## config.mk

```make
export PLATFORM = sky130hd
export DESIGN_NAME = countdown_timer_flat
export DESIGN_NICKNAME = d
export VERILOG_FILES = /design/src/rtl/timer_pkg.sv /design/src/rtl/countdown_timer_if.sv /design/src/rtl/bcd_down_digit.sv /design/src/rtl/countdown_timer.sv /design/src/flat_wrapper.sv
export SDC_FILE = /design/constraint.sdc
export NUM_CORES = 1
export LEC_CHECK = 0
export CAP_MARGIN = 20
export CORE_MARGIN = 2
export CORE_UTILIZATION = 56
export DETAILED_ROUTE_END_ITERATION = 8
export PLACE_DENSITY = 0.82
export SLEW_MARGIN = 20
export SYNTH_ARGS = -nofsm -noshare
export SYNTH_HDL_FRONTEND = slang
export SYNTH_SLANG_ARGS = --single-unit
```

## constraint.sdc

```tcl
create_clock -name clock -period 3.1 [get_ports clock]
set_input_delay 0.62 -clock clock [delete_from_list [all_inputs] [get_ports clock]]
set_output_delay 0.62 -clock clock [all_outputs]
set_load 0.02 [all_outputs]
```

## src/rtl/timer_pkg.sv

```systemverilog
// Shared definitions for the stopwatch/countdown timer family.
package timer_pkg;

   typedef enum logic [1:0] {
      IDLE    = 2'd0,
      RUN     = 2'd1,
      PAUSED  = 2'd2,
      EXPIRED = 2'd3
   } state_t;

   localparam logic [3:0]  BCD_MAX             = 4'd9;
   localparam int unsigned DEFAULT_CLOCK_SPEED = 50_000_000;

   // Out-of-range BCD inputs saturate at 9 so a digit never leaves 0..9.
   function automatic logic [3:0] bcd_clamp(input logic [3:0] val);
      return (val > BCD_MAX) ? BCD_MAX : val;
   endfunction

endpackage

```

## src/rtl/countdown_timer_if.sv

```systemverilog
// Control and display bundle between the switch/key logic and the countdown timer.
interface countdown_timer_if;
   logic       load;
   logic [3:0] loadS;
   logic [3:0] loadDs;
   logic [3:0] loadCs;
   logic       run;
   logic [3:0] sCount;
   logic [3:0] dsCount;
   logic [3:0] csCount;
   logic       running;
   logic       expired;

   modport master (
      output load, loadS, loadDs, loadCs, run,
      input  sCount, dsCount, csCount, running, expired
   );

   modport slave (
      input  load, loadS, loadDs, loadCs, run,
      output sCount, dsCount, csCount, running, expired
   );
endinterface

```

## src/rtl/bcd_down_digit.sv

```systemverilog
// One BCD digit that loads (with clamp) and decrements, wrapping 0 -> 9 with a borrow.
module bcd_down_digit
   import timer_pkg::*;
(
   input  logic       clock,
   input  logic       reset,
   input  logic       load,
   input  logic [3:0] loadVal,
   input  logic       dec,
   output logic [3:0] digit,
   output logic       borrowOut
);

   assign borrowOut = dec & (digit == 4'd0);

   always_ff @(posedge clock) begin
      if (reset) begin
         digit <= 4'd0;
      end else if (load) begin
         digit <= bcd_clamp(loadVal);
      end else if (dec) begin
         digit <= (digit == 4'd0) ? BCD_MAX : digit - 4'd1;
      end
   end

endmodule

```

## src/rtl/countdown_timer.sv

```systemverilog
// Countdown timer: prescaler, run/pause/expire FSM and three cascaded BCD digits.
module countdown_timer
   import timer_pkg::*;
#(
   parameter int unsigned CLOCK_SPEED = DEFAULT_CLOCK_SPEED,
   parameter int unsigned TICK_HZ     = 100
) (
   input  logic              clock,
   input  logic              reset,
   countdown_timer_if.slave  bus
);

   localparam int unsigned DIV = CLOCK_SPEED / TICK_HZ;
   localparam int unsigned PW  = (DIV > 1) ? $clog2(DIV) : 1;

   state_t        state;
   logic [PW-1:0] presc;
   logic [3:0]    s_digit;
   logic [3:0]    ds_digit;
   logic [3:0]    cs_digit;
   logic          cs_borrow;
   logic          ds_borrow;
   logic          s_borrow;
   logic          tick_c;
   logic          zero_c;
   logic          last_tick_c;

   assign tick_c      = (state == RUN) && (presc == PW'(DIV - 1));
   assign zero_c      = (s_digit == 4'd0) && (ds_digit == 4'd0) && (cs_digit == 4'd0);
   // The tick taking 0.01 to 0.00 expires instead of ever borrowing out of seconds.
   assign last_tick_c = tick_c && (s_digit == 4'd0) && (ds_digit == 4'd0) && (cs_digit == 4'd1);

   bcd_down_digit u_cs (
      .clock     (clock),
      .reset     (reset),
      .load      (bus.load),
      .loadVal   (bus.loadCs),
      .dec       (tick_c),
      .digit     (cs_digit),
      .borrowOut (cs_borrow)
   );

   bcd_down_digit u_ds (
      .clock     (clock),
      .reset     (reset),
      .load      (bus.load),
      .loadVal   (bus.loadDs),
      .dec       (cs_borrow),
      .digit     (ds_digit),
      .borrowOut (ds_borrow)
   );

   bcd_down_digit u_s (
      .clock     (clock),
      .reset     (reset),
      .load      (bus.load),
      .loadVal   (bus.loadS),
      .dec       (ds_borrow),
      .digit     (s_digit),
      .borrowOut (s_borrow)
   );

   // State, prescaler and status flags; load outranks any tick or run change.
   always_ff @(posedge clock) begin
      if (reset || bus.load) begin
         state       <= IDLE;
         presc       <= '0;
         bus.running <= 1'b0;
         bus.expired <= 1'b0;
      end else begin
         case (state)
            IDLE: begin
               presc <= '0;
               if (bus.run && !zero_c) begin
                  state       <= RUN;
                  bus.running <= 1'b1;
               end
            end
            RUN: begin
               presc <= tick_c ? '0 : presc + PW'(1);
               if (last_tick_c) begin
                  state       <= EXPIRED;
                  bus.running <= 1'b0;
                  bus.expired <= 1'b1;
               end else if (!bus.run) begin
                  state       <= PAUSED;
                  bus.running <= 1'b0;
               end
            end
            PAUSED: begin
               if (bus.run) begin
                  state       <= RUN;
                  bus.running <= 1'b1;
               end
            end
            EXPIRED: begin
               presc <= '0;
            end
            default: begin
               state       <= IDLE;
               presc       <= '0;
               bus.running <= 1'b0;
               bus.expired <= 1'b0;
            end
         endcase
      end
   end

   assign bus.sCount  = s_digit;
   assign bus.dsCount = ds_digit;
   assign bus.csCount = cs_digit;

   logic unused_c;
   assign unused_c = s_borrow;

endmodule
```

## src/flat_wrapper.sv

```systemverilog
// flat-port wrapper written by rule: the top's interface ports become plain ports
module countdown_timer_flat import timer_pkg::*;
#(
   parameter int unsigned CLOCK_SPEED = DEFAULT_CLOCK_SPEED,
   parameter int unsigned TICK_HZ     = 100
)
  (clock, reset, bus_load, bus_loadS, bus_loadDs, bus_loadCs, bus_run, bus_sCount, bus_dsCount, bus_csCount, bus_running, bus_expired);
  countdown_timer_if bus_i ();
  input  logic clock;
  input  logic reset;
  input wire logic [$bits(bus_i.load)-1:0] bus_load;
  input wire logic [$bits(bus_i.loadS)-1:0] bus_loadS;
  input wire logic [$bits(bus_i.loadDs)-1:0] bus_loadDs;
  input wire logic [$bits(bus_i.loadCs)-1:0] bus_loadCs;
  input wire logic [$bits(bus_i.run)-1:0] bus_run;
  output wire logic [$bits(bus_i.sCount)-1:0] bus_sCount;
  output wire logic [$bits(bus_i.dsCount)-1:0] bus_dsCount;
  output wire logic [$bits(bus_i.csCount)-1:0] bus_csCount;
  output wire logic [$bits(bus_i.running)-1:0] bus_running;
  output wire logic [$bits(bus_i.expired)-1:0] bus_expired;
  assign bus_i.load = bus_load;
  assign bus_i.loadS = bus_loadS;
  assign bus_i.loadDs = bus_loadDs;
  assign bus_i.loadCs = bus_loadCs;
  assign bus_i.run = bus_run;
  assign bus_sCount = bus_i.sCount;
  assign bus_dsCount = bus_i.dsCount;
  assign bus_csCount = bus_i.csCount;
  assign bus_running = bus_i.running;
  assign bus_expired = bus_i.expired;
  countdown_timer #(.CLOCK_SPEED(CLOCK_SPEED), .TICK_HZ(TICK_HZ)) u_core (.clock(clock), .reset(reset), .bus(bus_i));
endmodule
```

# [Word-level counts from Yosys, hierarchy flattened]
# Index checks and enable logic that the tools add are counted.
[totals] regBits=35 input_bits=16 out_inout_bits=14 wordCells=69
[classes] n_addsub=4 n_lt_le_gt_ge=3 eq_ne=8 n_mux=24 bitwise_logic=2 n_reduce_logical=21
[ops] operator="$mux W4" count=12
[ops] operator="$pmux W19 S2" count=1
[ops] operator="$add A19 B1 Y19 const B" count=1
[ops] operator="$eq A19 B19 Y1 const B" count=1
[ops] operator="$mux W19" count=1
[ops] operator="$gt A4 B4 Y1 const B" count=3
[ops] operator="$logic_not A4 Y1" count=3
[ops] operator="$sub A4 B1 Y4 const B" count=3
[ops] operator="$mux W2" count=4
[ops] operator="$reduce_bool A2 Y1" count=4
[ops] operator="$logic_and A1 B1 Y1" count=7
[ops] operator="$pmux W2 S3" count=1
[ops] operator="$eq A2 B2 Y1 const B" count=2
[ops] operator="$eq A4 B1 Y1 const B" count=1
[ops] operator="$mux W1" count=4
[ops] operator="$reduce_and A4 Y1" count=1
[ops] operator="$ne A3 B2 Y1 const B" count=1
[ops] operator="$pmux W1 S3" count=1
[ops] operator="$reduce_bool A3 Y1" count=1
[ops] operator="$and A1 B1 Y1" count=2
[ops] operator="$eq A2 B1 Y1 const B" count=1
[ops] operator="$logic_not A2 Y1" count=1
[ops] operator="$ne A2 B1 Y1 const B" count=1
[ops] operator="$ne A2 B2 Y1 const B" count=1
[ops] operator="other kinds (4)" count=4

# [Logic depth before layout (Yosys ltp)]
[logic_depth] word_depth=7 ltp_mapped=8

# [Modules after synthesis]
# Synthesis repeated with hierarchy kept, for this count alone.
[unflattened] hier_cells=241 hier_area_um2=2019.4
[by_module_without_submodules] module="countdown_timer" n_inst=1 cells_each=163 area_per_inst_um2=1385.1 seq_area_each_um2=460.4
[by_module_without_submodules] module="bcd_down_digit" n_inst=3 cells_each=26 area_per_inst_um2=211.5 seq_area_each_um2=80.1

# [Worst setup path before layout]
# OpenSTA, ideal clock, no wires.
[synth_path] path_kind="reg-to-reg" from="register u_core.state[1]" to="register u_core.u_s.digit[3]" setup_time_ns=0.074 arrival_time_ns=2.021 t_required_ns=3.026 setup_slack_ns=1.005 stages_incl_launch_ff=8 cell_sequence="dfxtp_1 -> inv_1 -> ha_1 -> or4bb_1 -> nor4_4 -> nand3_2 -> or3_1 -> a31oi_1"
[synth_via] elab_chain_len=5
[synth_rtl] element="start, declared" line_no="countdown_timer.sv:16" source="state_t state;"
[synth_rtl] element="start signal, assigned" line_no="countdown_timer.sv:66" source="state <= IDLE;"
[synth_rtl] element="start signal, assigned" line_no="countdown_timer.sv:75" source="state <= RUN;"
[synth_rtl] element="start signal, assigned" line_no="countdown_timer.sv:82" source="state <= EXPIRED;"
[synth_rtl] element="$eq A2 B1 Y1" line_no="countdown_timer.sv:28" source="assign tick_c = (state == RUN) && (presc == PW'(DIV - 1));"
[synth_rtl] element="$logic_and A1 B1 Y1" line_no="countdown_timer.sv:28"
[synth_rtl] element="$and A1 B1 Y1 (2 in series)" line_no="bcd_down_digit.sv:14" source="assign borrowOut = dec & (digit == 4'd0);"
[synth_rtl] element="$reduce_bool A2 Y1 (no source line)"
[synth_rtl] element="end signal, assigned" line_no="bcd_down_digit.sv:20" source="digit <= bcd_clamp(loadVal);"
[synth_rtl] element="end signal, assigned" line_no="bcd_down_digit.sv:22" source="digit <= (digit == 4'd0) ? BCD_MAX : digit - 4'd1;"
[synth_rtl] element="end, declared" line_no="bcd_down_digit.sv:10" source="output logic [3:0] digit,"
# No other way between the ends.
# A chain may end at the register's enable or synchronous reset.

# [Final worst setup path]
[layout_path] from="register u_core.state[1]" to="register u_core.u_s.digit[2]"
# The elaborated chain is that of the path after synthesis.

==> results.sh <==
export IMPL_drcViolationCount=0
export IMPL_ant_nets=0
export IMPL_firstDrtPassIters=4
export IMPL_numCtsBuffers=5
export IMPL_start_util_pct=59.8
export IMPL_die_w_microns=64.4
export IMPL_design_core_area_sq_um=3420
export IMPL_grt_max_degree=17
export IMPL_final_cells=331
export IMPL_overflow=0
export IMPL_synth_nets=273
export IMPL_drt_iter0_drc=155
export IMPL_insertion_delay_ns=0.34
export IMPL_ctsHoldBuffers=0
export IMPL_final_nets=305
export IMPL_worst_ep_arrival_time_ns=2.60
export IMPL_fin_crit_sh_pct=75.8
export IMPL_grt_pass1_wl_microns=8420
export IMPL_boundaryPins=30
export IMPL_hold_viol=0
export IMPL_synth_async_reset_ratio_pct=0
export IMPL_dp_cells=323
export IMPL_cts_tree="done"
export IMPL_syn_cell_area_sq_um=2040
export IMPL_start_kind="flip-flop"
export IMPL_slowest_stage="or4bb_1"
export IMPL_power_density_nw_per_um2=373
export IMPL_finalWeightedCongestion=0.815
export IMPL_crit_chain="inv_1 > ha_1 > or4bb_1 > nor4_1 > nand4_1 > o311a_1 > o21ba_2"
export IMPL_seq_area_frac_synth_pct=34.3
export IMPL_synth_seq_cells=35
export IMPL_yosys_cell_types_count=52
export IMPL_yosysWarnings=0
export IMPL_peakVddDrop_v=0.000265
export IMPL_htreeDepth=2
export IMPL_drt_wirelength_per_cell_microns=14.6
export IMPL_via_count=1964
export IMPL_rows=21
export IMPL_grt_pass1_vias=1843
export IMPL_setup_tns_ns=0
export IMPL_clock_skew_ns=0.0126
export IMPL_report_final_setup_viol=0
export IMPL_synthToLayoutAreaGrowth_pct=20.5
export IMPL_slew_violations=0
export IMPL_wirelength_microns=4850
export IMPL_period_minus_slack_ns=2.35
export IMPL_worst_setup_path_end_kind="flip-flop"
export IMPL_path_class="reg -> reg"
export IMPL_yosys_most_used_dff="dfxtp_1"
export IMPL_cts_root_buf="clkbuf_4"
export IMPL_power_leakage_nw=0.843
export IMPL_fillers=296
export IMPL_place_hpwl_microns=3620
export IMPL_cp_max_fo=5
export IMPL_rsz0062_at_grt="false"
export IMPL_min_path_type="reg -> reg"
export IMPL_n_antenna_cell=0
export IMPL_die_y_microns=64.4
export IMPL_slowest_delay_ns=0.48
export IMPL_max_freq_ghz=0.426
export IMPL_drive_gt1_share_pct=9.47
export IMPL_critical_path_required_ns=3.35
export IMPL_grt_usage_pct=25.9
export IMPL_clkTransAtPathRegs_ns=0.11
export IMPL_worst_pin_slew_ns=0.587
export IMPL_synth_edf_count=0
export IMPL_maxCapViolCount=0
export IMPL_cts_setup_buffers=0
export IMPL_clockBufferDepth=2
export IMPL_antenna_found_initial=0
export IMPL_clock_sinks=35
export IMPL_viasPerCell=5.93
export IMPL_relSlewSlack_pct=60.8
export IMPL_status="finished, final reports clean"
export IMPL_syn_area_per_cell_sq_um=8.10
export IMPL_portBuffers=29
export IMPL_synthCells=252
export IMPL_die_area_sq_um=4150
export IMPL_cts_resized=0
[cell usage after synthesis, types with 2 or more instances]
master | number | area [sq um]
a211oi_1 | 2 | 15.0
a21oi_1 | 8 | 40.0
a31oi_1 | 7 | 43.8
and3_1 | 2 | 12.5
and3_2 | 3 | 22.5
clkbuf_1 | 8 | 30.0
dfxtp_1 | 35 | 701
ha_1 | 5 | 62.6
inv_1 | 12 | 45.0
mux2i_1 | 2 | 20.0
nand2_1 | 17 | 63.8
nand2b_1 | 6 | 37.5
nand3_1 | 14 | 70.1
nand4_1 | 12 | 75.1
nand4b_1 | 2 | 17.5
nor2_1 | 27 | 101
nor2b_1 | 3 | 18.8
nor3_1 | 10 | 50.1
nor4_1 | 7 | 43.8
nor4_4 | 2 | 42.5
o211a_1 | 2 | 20.0
o211ai_1 | 3 | 22.5
o21a_1 | 5 | 37.5
o21ai_0 | 12 | 60.1
o311a_1 | 2 | 20.0
or2_2 | 3 | 18.8
or3_1 | 2 | 12.5
xnor2_1 | 9 | 78.8
xor2_1 | 7 | 61.3
[layer usage]
metal | share of wire (%) | track usage, % | vias up
li1 | - | - | 987
met1 | 45 | 33.0 | 903
met2 | 48 | 42.1 | 69
met3 | 5.8 | 6.69 | 5
met4 | 1.0 | 9.84 | 0
met5 | 0 | 0 | -
[kinds of logic (layout without fill, tap and decap cells)]
kind of cell	Yosys count	after routing	share of synthesized area (%)
AO/OA/AOI/OAI	51	51	16.7
XOR/XNOR	16	16	6.86
adder cells (fa/ha/maj)	5	5	3.06
buffers and inverters	21	54	3.92
flip-flops	35	35	34.3
multiplexers	3	3	1.53
AND/OR/NAND/NOR	121	121	33.6
[metrics by stage]
step | area (sq um) | worst slack, ns | power, W | util (%) | hold WS (ns)
6_report | 2460 | 0.752 | 0.000918 | 72.1 | 0.482
5_1_grt | 2460 | 0.554 | 0.000970 | 72.1 | 0.509
4_1_cts | 2460 | 0.766 | 0.000926 | 72.1 | 0.487
3_5_place_dp | 2390 | 0.790 | 0.000643 | 70.0 | 0.460
3_3_place_gp | 2390 | 0.789 | 0.000642 | 70.0 | 0.447
2_1_floorplan | 2040 | 1.01 | 0.000576 | - | 0.462
[worst paths after layout]
path / from / to / slack, ns / cells after the start
worst max-delay path: u_core.state[1] / u_core.u_s.digit[2] / 0.75 / 7
worst min-delay path: u_core.bus.expired / u_core.bus.expired / 0.48 / 1
worst max register to register: u_core.state[1] / u_core.u_s.digit[2] / 0.75 / 7
worst min register to register: u_core.bus.expired / u_core.bus.expired / 0.48 / 1
[state kept, by name (all words and copies together), names as in the netlist]
signal	count
u_core.u_ds.digit	4
u_core.u_s.digit	4
u_core.u_cs.digit	4
u_core.bus.running	1
u_core.presc	19
u_core.state	2
u_core.bus.expired	1
[cell usage in the layout, fill, tap and decap left out, drive strengths merged, types with 3 or more instances in the layout]
cell type,synthesis,final
a21oi,8,8
a31oi,7,7
and3,5,5
buf,1,5
clkbuf,8,8
clkdlybuf4s50,0,29
dfxtp,35,35
ha,5,5
inv,12,12
nand2,17,17
nand2b,6,6
nand3,15,15
nand4,12,12
nor2,27,27
nor2b,3,3
nor3,10,10
nor4,9,9
o211ai,3,3
o21a,5,5
o21ai,13,13
or2,3,3
or4,3,3
xnor2,9,9
xor2,7,7
[power by group]
| group | switching [W] | internal (W) |
|---|---|---|
| logic | 0.0000792 | 0.0000731 |
| clock network | 0.000150 | 0.000133 |
| registers | 0.0000195 | 0.000463 |
[area by class of cell]
cell class / count / area, sq um / share of cell area, %
multi-input combinational: 196 / 1260 / 51.2
inverter: 12 / 45.0 / 1.83
clock buffer: 8 / 68.8 / 2.80
tap: 46 / 57.6 / 2.34
sequential: 35 / 701 / 28.5
timing repair buffer: 34 / 328 / 13.3
[worst max-delay path: cells and delay by family, from the launching register on]
kind	cells	cell delay, ns
AND/OR/NAND/NOR	3	1.00
AO/OA/AOI/OAI	2	0.56
flip-flops	1	0.35
adder cells (fa/ha/maj)	1	0.24
buffers and inverters	1	0.10
Note: power is estimated with default switching activity, not from simulation.
